===== src/rtl/axi_lite_pkg.sv =====
// Shared definitions for the AXI4-Lite to single-port RAM bridge.
//   - AXI response codes used on BRESP/RRESP
//   - bridge_state_e: transaction FSM states
//   - addr_in_range(): true when no address bit at or above hi_lsb is set
package axi_lite_pkg;

  localparam logic [1:0] RESP_OKAY   = 2'b00;
  localparam logic [1:0] RESP_SLVERR = 2'b10;

  typedef enum logic [2:0] {
    ST_IDLE      = 3'd0,
    ST_WR_ACCEPT = 3'd1,
    ST_WR_EXEC   = 3'd2,
    ST_WR_RESP   = 3'd3,
    ST_RD_ACCEPT = 3'd4,
    ST_RD_EXEC   = 3'd5,
    ST_RD_WAIT   = 3'd6,
    ST_RD_RESP   = 3'd7
  } bridge_state_e;

  // hi_lsb is the first byte-address bit above the RAM word index.
  function automatic logic addr_in_range(input logic [63:0] addr,
                                         input int unsigned hi_lsb);
    return (addr >> hi_lsb) == 64'd0;
  endfunction

endpackage


===== src/rtl/axi_lite_ram_bridge.sv =====
// AXI4-Lite slave that serialises AW/W/B and AR/R transactions onto one
// single-port RAM port, one transaction at a time.
//
// Ports:
//   aclk, areset         clock, asynchronous active-high reset
//   s_aw*/s_w*/s_b*      AXI4-Lite write address, write data, write response
//   s_ar*/s_r*           AXI4-Lite read address, read data
//   ram_en/ram_we/ram_be RAM port controls (one-cycle strobe per access)
//   ram_addr/ram_wdata   RAM word address and write data
//   ram_rdata            RAM read data, valid one cycle after a read enable
//
// Handshakes: a transfer happens on the rising edge where valid and ready are
// both high; a valid, once raised, holds its payload stable until that edge.
//
// The FSM state is held in state_q for checkers to observe.
module axi_lite_ram_bridge
  import axi_lite_pkg::*;
#(
  parameter int AXI_ADDR_WIDTH = 32,
  parameter int ADDR_WIDTH     = 10,
  parameter int DATA_WIDTH     = 32
) (
  input  logic                      aclk,
  input  logic                      areset,
  input  logic [AXI_ADDR_WIDTH-1:0] s_awaddr,
  input  logic                      s_awvalid,
  output logic                      s_awready,
  input  logic [DATA_WIDTH-1:0]     s_wdata,
  input  logic [DATA_WIDTH/8-1:0]   s_wstrb,
  input  logic                      s_wvalid,
  output logic                      s_wready,
  output logic [1:0]                s_bresp,
  output logic                      s_bvalid,
  input  logic                      s_bready,
  input  logic [AXI_ADDR_WIDTH-1:0] s_araddr,
  input  logic                      s_arvalid,
  output logic                      s_arready,
  output logic [DATA_WIDTH-1:0]     s_rdata,
  output logic [1:0]                s_rresp,
  output logic                      s_rvalid,
  input  logic                      s_rready,
  output logic                      ram_en,
  output logic                      ram_we,
  output logic [DATA_WIDTH/8-1:0]   ram_be,
  output logic [ADDR_WIDTH-1:0]     ram_addr,
  output logic [DATA_WIDTH-1:0]     ram_wdata,
  input  logic [DATA_WIDTH-1:0]     ram_rdata
);

  localparam int          STRB_W   = DATA_WIDTH / 8;
  localparam int          BYTE_LSB = (DATA_WIDTH == 64) ? 3 : 2;
  localparam int unsigned HI_LSB   = ADDR_WIDTH + BYTE_LSB;

  bridge_state_e           state_q, state_d;
  logic                    prio_wr_q, prio_wr_d;   // 1: next conflict goes to the write
  logic [ADDR_WIDTH-1:0]   addr_q, addr_d;         // shared by read and write paths
  logic                    err_q, err_d;           // captured address was out of range
  logic [DATA_WIDTH-1:0]   wdata_q, wdata_d;
  logic [STRB_W-1:0]       wstrb_q, wstrb_d;
  logic                    aw_held_q, aw_held_d;
  logic                    w_held_q, w_held_d;
  logic [DATA_WIDTH-1:0]   rdata_q, rdata_d;

  logic                    awready_c, wready_c, arready_c;
  logic                    bvalid_c, rvalid_c;
  logic                    ram_en_c, ram_we_c;
  logic [STRB_W-1:0]       ram_be_c;
  logic                    aw_hs, w_hs;

  always_comb begin
    state_d   = state_q;
    prio_wr_d = prio_wr_q;
    addr_d    = addr_q;
    err_d     = err_q;
    wdata_d   = wdata_q;
    wstrb_d   = wstrb_q;
    aw_held_d = aw_held_q;
    w_held_d  = w_held_q;
    rdata_d   = rdata_q;
    awready_c = 1'b0;
    wready_c  = 1'b0;
    arready_c = 1'b0;
    bvalid_c  = 1'b0;
    rvalid_c  = 1'b0;
    ram_en_c  = 1'b0;
    ram_we_c  = 1'b0;
    ram_be_c  = '0;
    aw_hs     = 1'b0;
    w_hs      = 1'b0;

    case (state_q)
      ST_IDLE: begin
        // A lone W beat counts as a pending write so it is not starved by reads.
        if ((s_awvalid || s_wvalid) && s_arvalid) begin
          state_d   = prio_wr_q ? ST_WR_ACCEPT : ST_RD_ACCEPT;
          prio_wr_d = ~prio_wr_q;
        end else if (s_awvalid || s_wvalid) begin
          state_d = ST_WR_ACCEPT;
        end else if (s_arvalid) begin
          state_d = ST_RD_ACCEPT;
        end
      end
      ST_WR_ACCEPT: begin
        awready_c = ~aw_held_q;
        wready_c  = ~w_held_q;
        aw_hs     = awready_c & s_awvalid;
        w_hs      = wready_c & s_wvalid;
        if (aw_hs) begin
          addr_d    = s_awaddr[HI_LSB-1:BYTE_LSB];
          err_d     = ~addr_in_range(64'(s_awaddr), HI_LSB);
          aw_held_d = 1'b1;
        end
        if (w_hs) begin
          wdata_d  = s_wdata;
          wstrb_d  = s_wstrb;
          w_held_d = 1'b1;
        end
        if ((aw_held_q || aw_hs) && (w_held_q || w_hs)) begin
          aw_held_d = 1'b0;
          w_held_d  = 1'b0;
          state_d   = ST_WR_EXEC;
        end
      end
      ST_WR_EXEC: begin
        ram_en_c = ~err_q;
        ram_we_c = ~err_q;
        ram_be_c = err_q ? '0 : wstrb_q;
        state_d  = ST_WR_RESP;
      end
      ST_WR_RESP: begin
        bvalid_c = 1'b1;
        if (s_bready) state_d = ST_IDLE;
      end
      ST_RD_ACCEPT: begin
        arready_c = 1'b1;
        if (s_arvalid) begin
          addr_d  = s_araddr[HI_LSB-1:BYTE_LSB];
          err_d   = ~addr_in_range(64'(s_araddr), HI_LSB);
          state_d = ST_RD_EXEC;
        end
      end
      ST_RD_EXEC: begin
        ram_en_c = ~err_q;
        state_d  = ST_RD_WAIT;
      end
      ST_RD_WAIT: begin
        // RAM data arrives this cycle; out-of-range reads never touched the RAM.
        rdata_d = err_q ? '0 : ram_rdata;
        state_d = ST_RD_RESP;
      end
      ST_RD_RESP: begin
        rvalid_c = 1'b1;
        if (s_rready) state_d = ST_IDLE;
      end
      default: state_d = ST_IDLE;
    endcase
  end

  always_ff @(posedge aclk or posedge areset) begin
    if (areset) begin
      state_q   <= ST_IDLE;
      prio_wr_q <= 1'b1;
      addr_q    <= '0;
      err_q     <= 1'b0;
      wdata_q   <= '0;
      wstrb_q   <= '0;
      aw_held_q <= 1'b0;
      w_held_q  <= 1'b0;
      rdata_q   <= '0;
    end else begin
      state_q   <= state_d;
      prio_wr_q <= prio_wr_d;
      addr_q    <= addr_d;
      err_q     <= err_d;
      wdata_q   <= wdata_d;
      wstrb_q   <= wstrb_d;
      aw_held_q <= aw_held_d;
      w_held_q  <= w_held_d;
      rdata_q   <= rdata_d;
    end
  end

  assign s_awready = awready_c;
  assign s_wready  = wready_c;
  assign s_arready = arready_c;
  assign s_bvalid  = bvalid_c;
  assign s_rvalid  = rvalid_c;
  assign s_bresp   = (bvalid_c && err_q) ? RESP_SLVERR : RESP_OKAY;
  assign s_rresp   = (rvalid_c && err_q) ? RESP_SLVERR : RESP_OKAY;
  assign s_rdata   = rdata_q;
  assign ram_en    = ram_en_c;
  assign ram_we    = ram_we_c;
  assign ram_be    = ram_be_c;
  assign ram_addr  = addr_q;
  assign ram_wdata = wdata_q;

endmodule


===== config.mk =====
export PLATFORM = sky130hd
export DESIGN_NAME = axi_lite_ram_bridge
export DESIGN_NICKNAME = d
export VERILOG_FILES = /design/src/rtl/axi_lite_pkg.sv /design/src/rtl/axi_lite_ram_bridge.sv
export SDC_FILE = /design/constraint.sdc
export NUM_CORES = 1
export LEC_CHECK = 0
export CORE_MARGIN = 2
export CORE_UTILIZATION = 41
export CTS_CLUSTER_SIZE = 25
export DETAILED_ROUTE_END_ITERATION = 6
export GPL_ROUTABILITY_DRIVEN = 0
export GPL_TIMING_DRIVEN = 0
export PLACE_DENSITY = 0.95
export SYNTH_ARGS = -nofsm -noshare
export SYNTH_HDL_FRONTEND = slang
export SYNTH_SLANG_ARGS = --single-unit

===== constraint.sdc =====
create_clock -name aclk -period 7.4 [get_ports aclk]
set_input_delay 0.74 -clock aclk [delete_from_list [all_inputs] [get_ports aclk]]
set_output_delay 0.74 -clock aclk [all_outputs]
set_load 0.02 [all_outputs]

==> results of run 1 <==
final cells by class:
| class | count | share of cell area (%) |
|---|---|---|
| Multi-Input combinational cell | 227 | 24.7 |
| Timing Repair Buffer | 222 | 34.7 |
| Tap cell | 111 | 2.15 |
| Clock inverter | 6 | 1.09 |
| Sequential cell | 85 | 33.0 |
| Inverter | 3 | 0.214 |
| Clock buffer | 10 | 2.14 |
| Buffer | 23 | 1.90 |
power by group through the flow:
stage | clock network (mW) | registers, mW | logic (mW)
floorplan | 0 | 1.05 | 0.495
finish | 0.339 | 0.821 | 1.36
global route | 0.366 | 0.849 | 1.46
CTS | 0.346 | 0.822 | 1.37
detailed placement | 0 | 0.828 | 1.37
global placement | 0 | 0.814 | 1.32
worst max-delay path: stages (launching register included):
cell             delay, ps
dfrtp_1                440
clkbuf_1               230
nor4b_1                870
and2_1                 230
clkdlybuf4s50_1        610
sequential cells by signal, indices dropped and copies added, names as in the netlist, 3 cells and up:
register	count
wstrb_q	4
s_rdata	32
ram_addr	10
ram_wdata	32
state_q	3
cells in the mapped netlist (4+ instances only):
cell	n	area (µm²)
o21ai_0	47	235
nand2_1	50	188
mux2_4	30	450
nor4_1	11	68.8
mux2_2	6	67.6
nand2b_1	33	206
and2_1	7	43.8
mux2i_1	11	110
nor2_1	6	22.5
clkbuf_1	15	56.3
a21oi_1	4	20.0
dfrtp_1	84	2100
metal layers:
layer  vias up  track usage (%)  wire [µm]
li1       1618                -          -
met1      1646             25.2       4290
met2       157             40.1       5930
met3        25             4.99        781
met4         0             7.59        267
met5         -                0          0
logic make-up (layout without fill, tap and decap cells):
kind of cell / after synthesis / in the layout / synth area share (%)
other: 1 / 2 / 0.0973
and+or+nand+nor: 119 / 119 / 16.7
DFF: 85 / 85 / 55.2
AOI/OAI and AO/OA: 58 / 58 / 8.02
muxes: 47 / 47 / 16.3
buffers and inverters: 26 / 264 / 3.47
xor gates and xnor gates: 1 / 1 / 0.227
final timing paths:
path / slack [ps] / to / start
hold / removal: 490 / s_rdata[10]$_DFFE_PP0P_ / s_rdata[10]$_DFFE_PP0P_
setup / recovery: 3940 / ram_be[3] / state_q[0]$_DFFE_PP0P_
hold reg to reg: 490 / s_rdata[10]$_DFFE_PP0P_ / s_rdata[10]$_DFFE_PP0P_
max in group asynchronous: 5980 / prio_wr_q$_DFFE_PP1P_ / areset
setup reg to reg: 5560 / ram_addr[9]$_DFFE_PP0P_ / state_q[2]$_DFFE_PP0P_
min in group asynchronous: 740 / ram_wdata[8]$_DFFE_PP0P_ / areset
==> results summary, run 1 <==
The run finished with clean final reports. Entering global routing, the biggest net connects 54 pins. Clock tree synthesis selected as its root buffer the cell clkbuf_8.

The deepest clock path buffer count came out at 2. The initial cell density of the core came out at between 40% and 50%. The setup TNS after final layout came out at 0 ps. The post-synthesis instance total came out at 337.

After clock tree synthesis, the flow added hold-fix buffers numbering 0. The initial antenna violation count is 0. The final setup slack of the worst path is 3940 ps. The sequential group share of total power is between 30% and 40%. The via density per instance is between 5 and 6. After detailed placement, the design holds a cell count of 671. The fraction of the yosys area taken by sequential cells is 55.2%. The area used by multi-input combinational logic came out at 0.00160 mm². Setup repair after global routing left no endpoint under its margin. STA classifies the critical path startpoint as a flop.

Summed over all layers, the routed wires come to 11.3 mm. On the final layout, the worst hold slack is 490 ps. The clock latency on the worst-skew pair is approximately 340 ps.

The number of max-capacitance violations reported came out at 0. The overflow left after global routing came out at 0. In this run the power spent charging and discharging nets is slightly below 1 mW. The final worst clock skew came out at around 16 ps. Setup violations remaining at the end of the flow were counted as 0. The power density of the placed cells came out at 391 mW/mm².

During I/O placement, the number of pins put on the boundary was 228. During placement, the flow inserted port buffers numbering between 200 and 250. The total clock buffers created by CTS came out at 9.

The via count of the first global-routing pass came out at around 3,700. The yosys synthesis warning count came out at 0. Leaving out fill and tap cells, the most frequent cell in the layout is clkdlybuf4s50_1. Along the worst hold path, the cell count comes to 2. Of the total power, the share spent switching nets is 38.2%. The maximum frequency from static timing analysis is around 290 MHz. The static leakage is 2.80 nW. The number of slew-limit violations in the final report was 0. The most used flip-flop cell after synthesis is dfrtp_1.

The number of core rows is 35. The count of fill cells added during filler insertion came out at 669. The region available for standard cell placement spans ~0.0092 mm². The number of buffers inserted by post-CTS setup repair is 0. Excluding fillers, the count of instances in the completed layout stands at 687. By startpoint and endpoint, the worst setup path is classified as reg2out.

The flip-flop and latch area is around 0.0021 mm². The first-pass iteration count of the detailed router came out at 4. The half-perimeter wire length after placement is 8.84 mm. Cells fill ~70% of the core in the end. The count of nets left with antenna violations once routing finished came out at 0.

The portion of the clock cycle consumed by the worst path in the final layout came out at 46.8%. The final total power came out at 2.52 mW. The total of flip-flops plus latches after synthesis is 85. The fraction of layout instances using a drive strength above 1 came out at between 10% and 20%. The synthesis-to-finish area growth is 67.3%.

After clock tree synthesis, the clock-pin slew on the worst setup and hold paths is about 100 ps. The starting DRC count in detailed routing is 119. The pre-CTS setup slack came out at 4280 ps.

The final antenna diode count is 0. The data arrival time of the worst path is 2720 ps. The height of the chip is 101 µm. The async set-reset flop share out of synthesis came out at 100%. The number of sinks handled by clock tree synthesis came out at 85.

The cell area that synthesis handed to floorplanning was 0.00385 mm². The total cell area at the placement stage is 0.00624 mm². The wire length of the first global-routing pass came out at between 15 and 20 mm. The count of different cell masters after synthesis is 37. The internal power came out at 1.56 mW. The die is ~100 µm wide. The time the worst path needs with I/O delays and setup came out at 3460 ps. The post-route DRC violation count is 0. The actual slew at the worst max-slew pin is 950 ps. The final count of hold timing violations is 0. The maximum fanout along the worst path came out at 10. The die area is a little over 0.01 mm².

In this run the mean area of a mapped cell was 11.4 µm². TritonCTS built the clock tree. The finished cells cover 0.00645 mm². The number of gates resized after CTS came out at 0. In the layout the commonest cells are clkdlybuf4s50_1 (221), dfrtp_1 (84), nand2_1 (50). STA classifies the critical path endpoint as a primary output. The combinational power share is ~54%. In this run the worst hold path is classified as reg2reg. The final net count is 710. The total global-route track usage is 22.0%. CTS built an H-tree with a depth of 3.

The number of vias after detailed routing came out at 3,446. The maximum vdd drop is 167 µV. The endpoint required time on the critical path came out at about 6700 ps. The routed wirelength normalized by instance count came out at 16.4 µm. The part of the power in the clock network is a little over an eighth.

Measured against its own limit, the worst slew margin works out to 35.8%. The number of enable flip-flop cells after synthesis came out at 0. The logic depth of the worst register-to-register path came out at 6.
No activity file was read; power rests on OpenSTA's default activity.
==> run 2, diff against run 1 <==
Settings changed: CORE_UTILIZATION 41 to 38, PLACE_DENSITY 0.95 to 0.92.
Clock period 7.4 ns to 3.4 ns, I/O delays scaled along.
==> results summary, run 2 (synthesis gave the netlist of run 1 again) <==
The flow ran to the end, and the final reports show no timing, DRC or antenna violations. For this design the static power due to leakage is around 2.8 nW. The count of fill cells added during filler insertion came out at between 800 and 900. The total clock buffers created by CTS is 9. TritonCTS built the clock tree. The wire length of the first global-routing pass is between 15 and 20 mm.

The final setup slack of the worst path is between 300 and 400 ps. The initial antenna violation count was 0. The setup check on the worst reg-to-reg path leaves a slack of 1480 ps. Timing analysis after detailed placement gives a worst setup slack of 701 ps. The family with the most delay on the worst path is simple AND/OR/NAND/NOR gates.

The clock latency on the worst-skew pair came out at approximately 360 ps. The quantity of I/O buffers inserted on ports came out at between 200 and 250. For this configuration, the core starts out at a cell density of between 30% and 40%. The path category of the worst min-delay check is in2async. The net load switching power is 2.13 mW.

The number of buffers inserted by post-CTS setup repair is 0. The number of core rows came out at 36. The final count of hold timing violations is 0.

The tool flagged a number of max-cap violations equal to 0. The die area is approximately 0.011 mm². The number of placed instances with taps included is 693. The post-route DRC violation count is 0. After detailed routing, the average wire length per cell comes to 16.3 µm. The chip width came out at 105 µm. The final worst clock skew is between 10 and 15 ps.

The actual slew at the worst max-slew pin came out at 910 ps. Hold repair after CTS inserted 0 buffers. The most frequent standard cell in the layout excluding fill and tap cells is clkdlybuf4s50_1.

The reg-to-reg critical path endpoint is ram_addr[1]$_DFFE_PP0P_. The pre-antenna-repair detailed-routing pass consisted of 4 iterations. Clock tree synthesis found a total of 85 sinks. The critical path is of the reg2out type. The time the worst path needs with I/O delays and setup is 3040 ps. The worst setup path is launched from a flop. Summed over all layers, the global routing overflow is 0. The starting DRC count in detailed routing came out at between 100 and 150. The part of the power in the clock network is 12.3%.

The maximum frequency from static timing analysis is approximately 330 MHz. In this run, flip-flops and latches consume between 30% and 40% of the power. The via count of the first global-routing pass came out at 3,671. The wire length reported by the detailed router is 11.5 mm. The half-perimeter wire length after placement came out at 9.29 mm. VDD sags by at most 428 µV. The register clock-pin slew on the reported worst setup and hold paths came out at approximately 100 ps. The height of the chip came out at roughly 100 µm. The final total power came out at 5.43 mW.

Among all stages on the critical path, the largest delay is contributed by nor4b_1. The number of cells on the worst reg-to-reg path is 6. The number of gates resized after CTS is 0. STA classifies the critical path endpoint as a primary output. The launch point of the worst reg-to-reg path is state_q[2]$_DFFE_PP0P_.

The total global-route track usage is between 20 and 25%. Hold timing on the final database bottoms out at a slack of 367 ps. Leaving out fill and tap cells, the most frequent cells in the layout are clkdlybuf4s50_1 (221), dfrtp_1 (84), nand2_1 (50). The worst stage delay on the critical path is 840 ps.

Summing over every cut layer, the via total after detailed routing is roughly 3,500. The maximum level of the CTS H-tree is 3. The combinational power share is 54.7%.

Setup repair after global routing left no endpoint under its margin. The synthesis-to-finish area growth is 67.1%. For this run, the post-layout net count is between 700 and 800. The number of slew-limit violations in the final report is 0. The critical path goes through clkbuf_1 > nor4b_1 > and2_1 > clkdlybuf4s50_1. Dividing total power by cell area gives a power density of around 840 mW/mm². The cell sitting at the root of the clock tree is a clkbuf_8. The core region is 0.00982 mm². The endpoint required time on the critical path is between 3000 and 4000 ps. The final cell utilization of the core came out at 65.6%.

The buffer and inverter count on the worst path is 2. The largest net degree at the start of global routing came out at between 40 and 50. Setup violations remaining at the end of the flow were counted as 0. The number of nets still failing antenna checks after routing came out at 0. Net switching is 39.2% of the power.

The worst slew margin relative to its limit came out at 38.5%. Of the cells placed in the final design, the portion with a size suffix greater than 1 is around an eighth. The maximum fanout along the worst path came out at 10.

0 antenna diodes ended up in the layout. The portion of the clock cycle consumed by the worst path in the final layout came out at approximately nine tenths. No sink is reached through more buffers than the 2 on the longest clock path. The final cell count without fillers came out at roughly 710.

The via density per instance came out at 4.87. The number of ports placed on the die boundary is ~230. Internal power comes to 3.30 mW.

The data arrival time of the worst path came out at 2700 ps.
-- run 2: cell types whose count changed in the layout (fill, tap and decap cells not counted) --
cell        delta
clkinv_4       -2
inv_8          +2
buf_12         +1
buf_16         -1
bufinv_16      -1
clkbuf_8       -1
clkinv_2       +1
clkinvlp_4     +1
-- run 2: power by group through the flow --
stage / Combinational [mW] / Clock [mW] / Sequential (mW)
after global placement: 2.89 / 0 / 1.77
after CTS: 2.99 / 0.681 / 1.79
after global routing: 3.17 / 0.726 / 1.85
after detailed placement: 2.98 / 0 / 1.81
after floorplan: 1.08 / 0 / 2.29
final: 2.97 / 0.666 / 1.79
-- run 2: final cells by class --
class / instances / area, µm² / share of cell area [%]
tap: 133 / 166 / 2.58
clock inverter: 7 / 57.6 / 0.894
sequential: 85 / 2130 / 33.0
multi-input combinational: 227 / 1600 / 24.8
buffer: 23 / 123 / 1.90
inverter: 3 / 13.8 / 0.214
timing repair buffer: 222 / 2230 / 34.7
clock buffer: 9 / 124 / 1.92
-- run 2: worst max-delay path by stage --
stage                           startpoint                 endpoint  slack (ps)  cells after the start
floorplan                           areset    aw_held_q$_DFFE_PP0P_         870                      1
global placement                    areset  s_rdata[31]$_DFFE_PP0P_        -320                      2
detailed placement  state_q[0]$_DFFE_PP0P_                ram_be[1]         700                      4
CTS                 state_q[0]$_DFFE_PP0P_                ram_be[1]         290                      4
global route        state_q[0]$_DFFE_PP0P_                ram_be[2]         130                      4
finish              state_q[0]$_DFFE_PP0P_                ram_be[2]         360                      4
-- run 2: through the flow --
step | area [µm²] | TNS, ps
5_1_grt | 6440 | 0
3_3_place_gp | 6240 | -26740
4_1_cts | 6440 | 0
2_1_floorplan | 3860 | 0
6_report | 6440 | 0
3_5_place_dp | 6260 | 0
-- run 2: layer usage --
layer / vias to the layer above / wire length [µm] / global-route usage (%)
met2: 147 / 6280 / 40.9
met1: 1681 / 4300 / 22.6
li1: 1609 / - / -
met5: - / 0 / 0
met3: 13 / 774 / 5.68
met4: 0 / 191 / 7.33
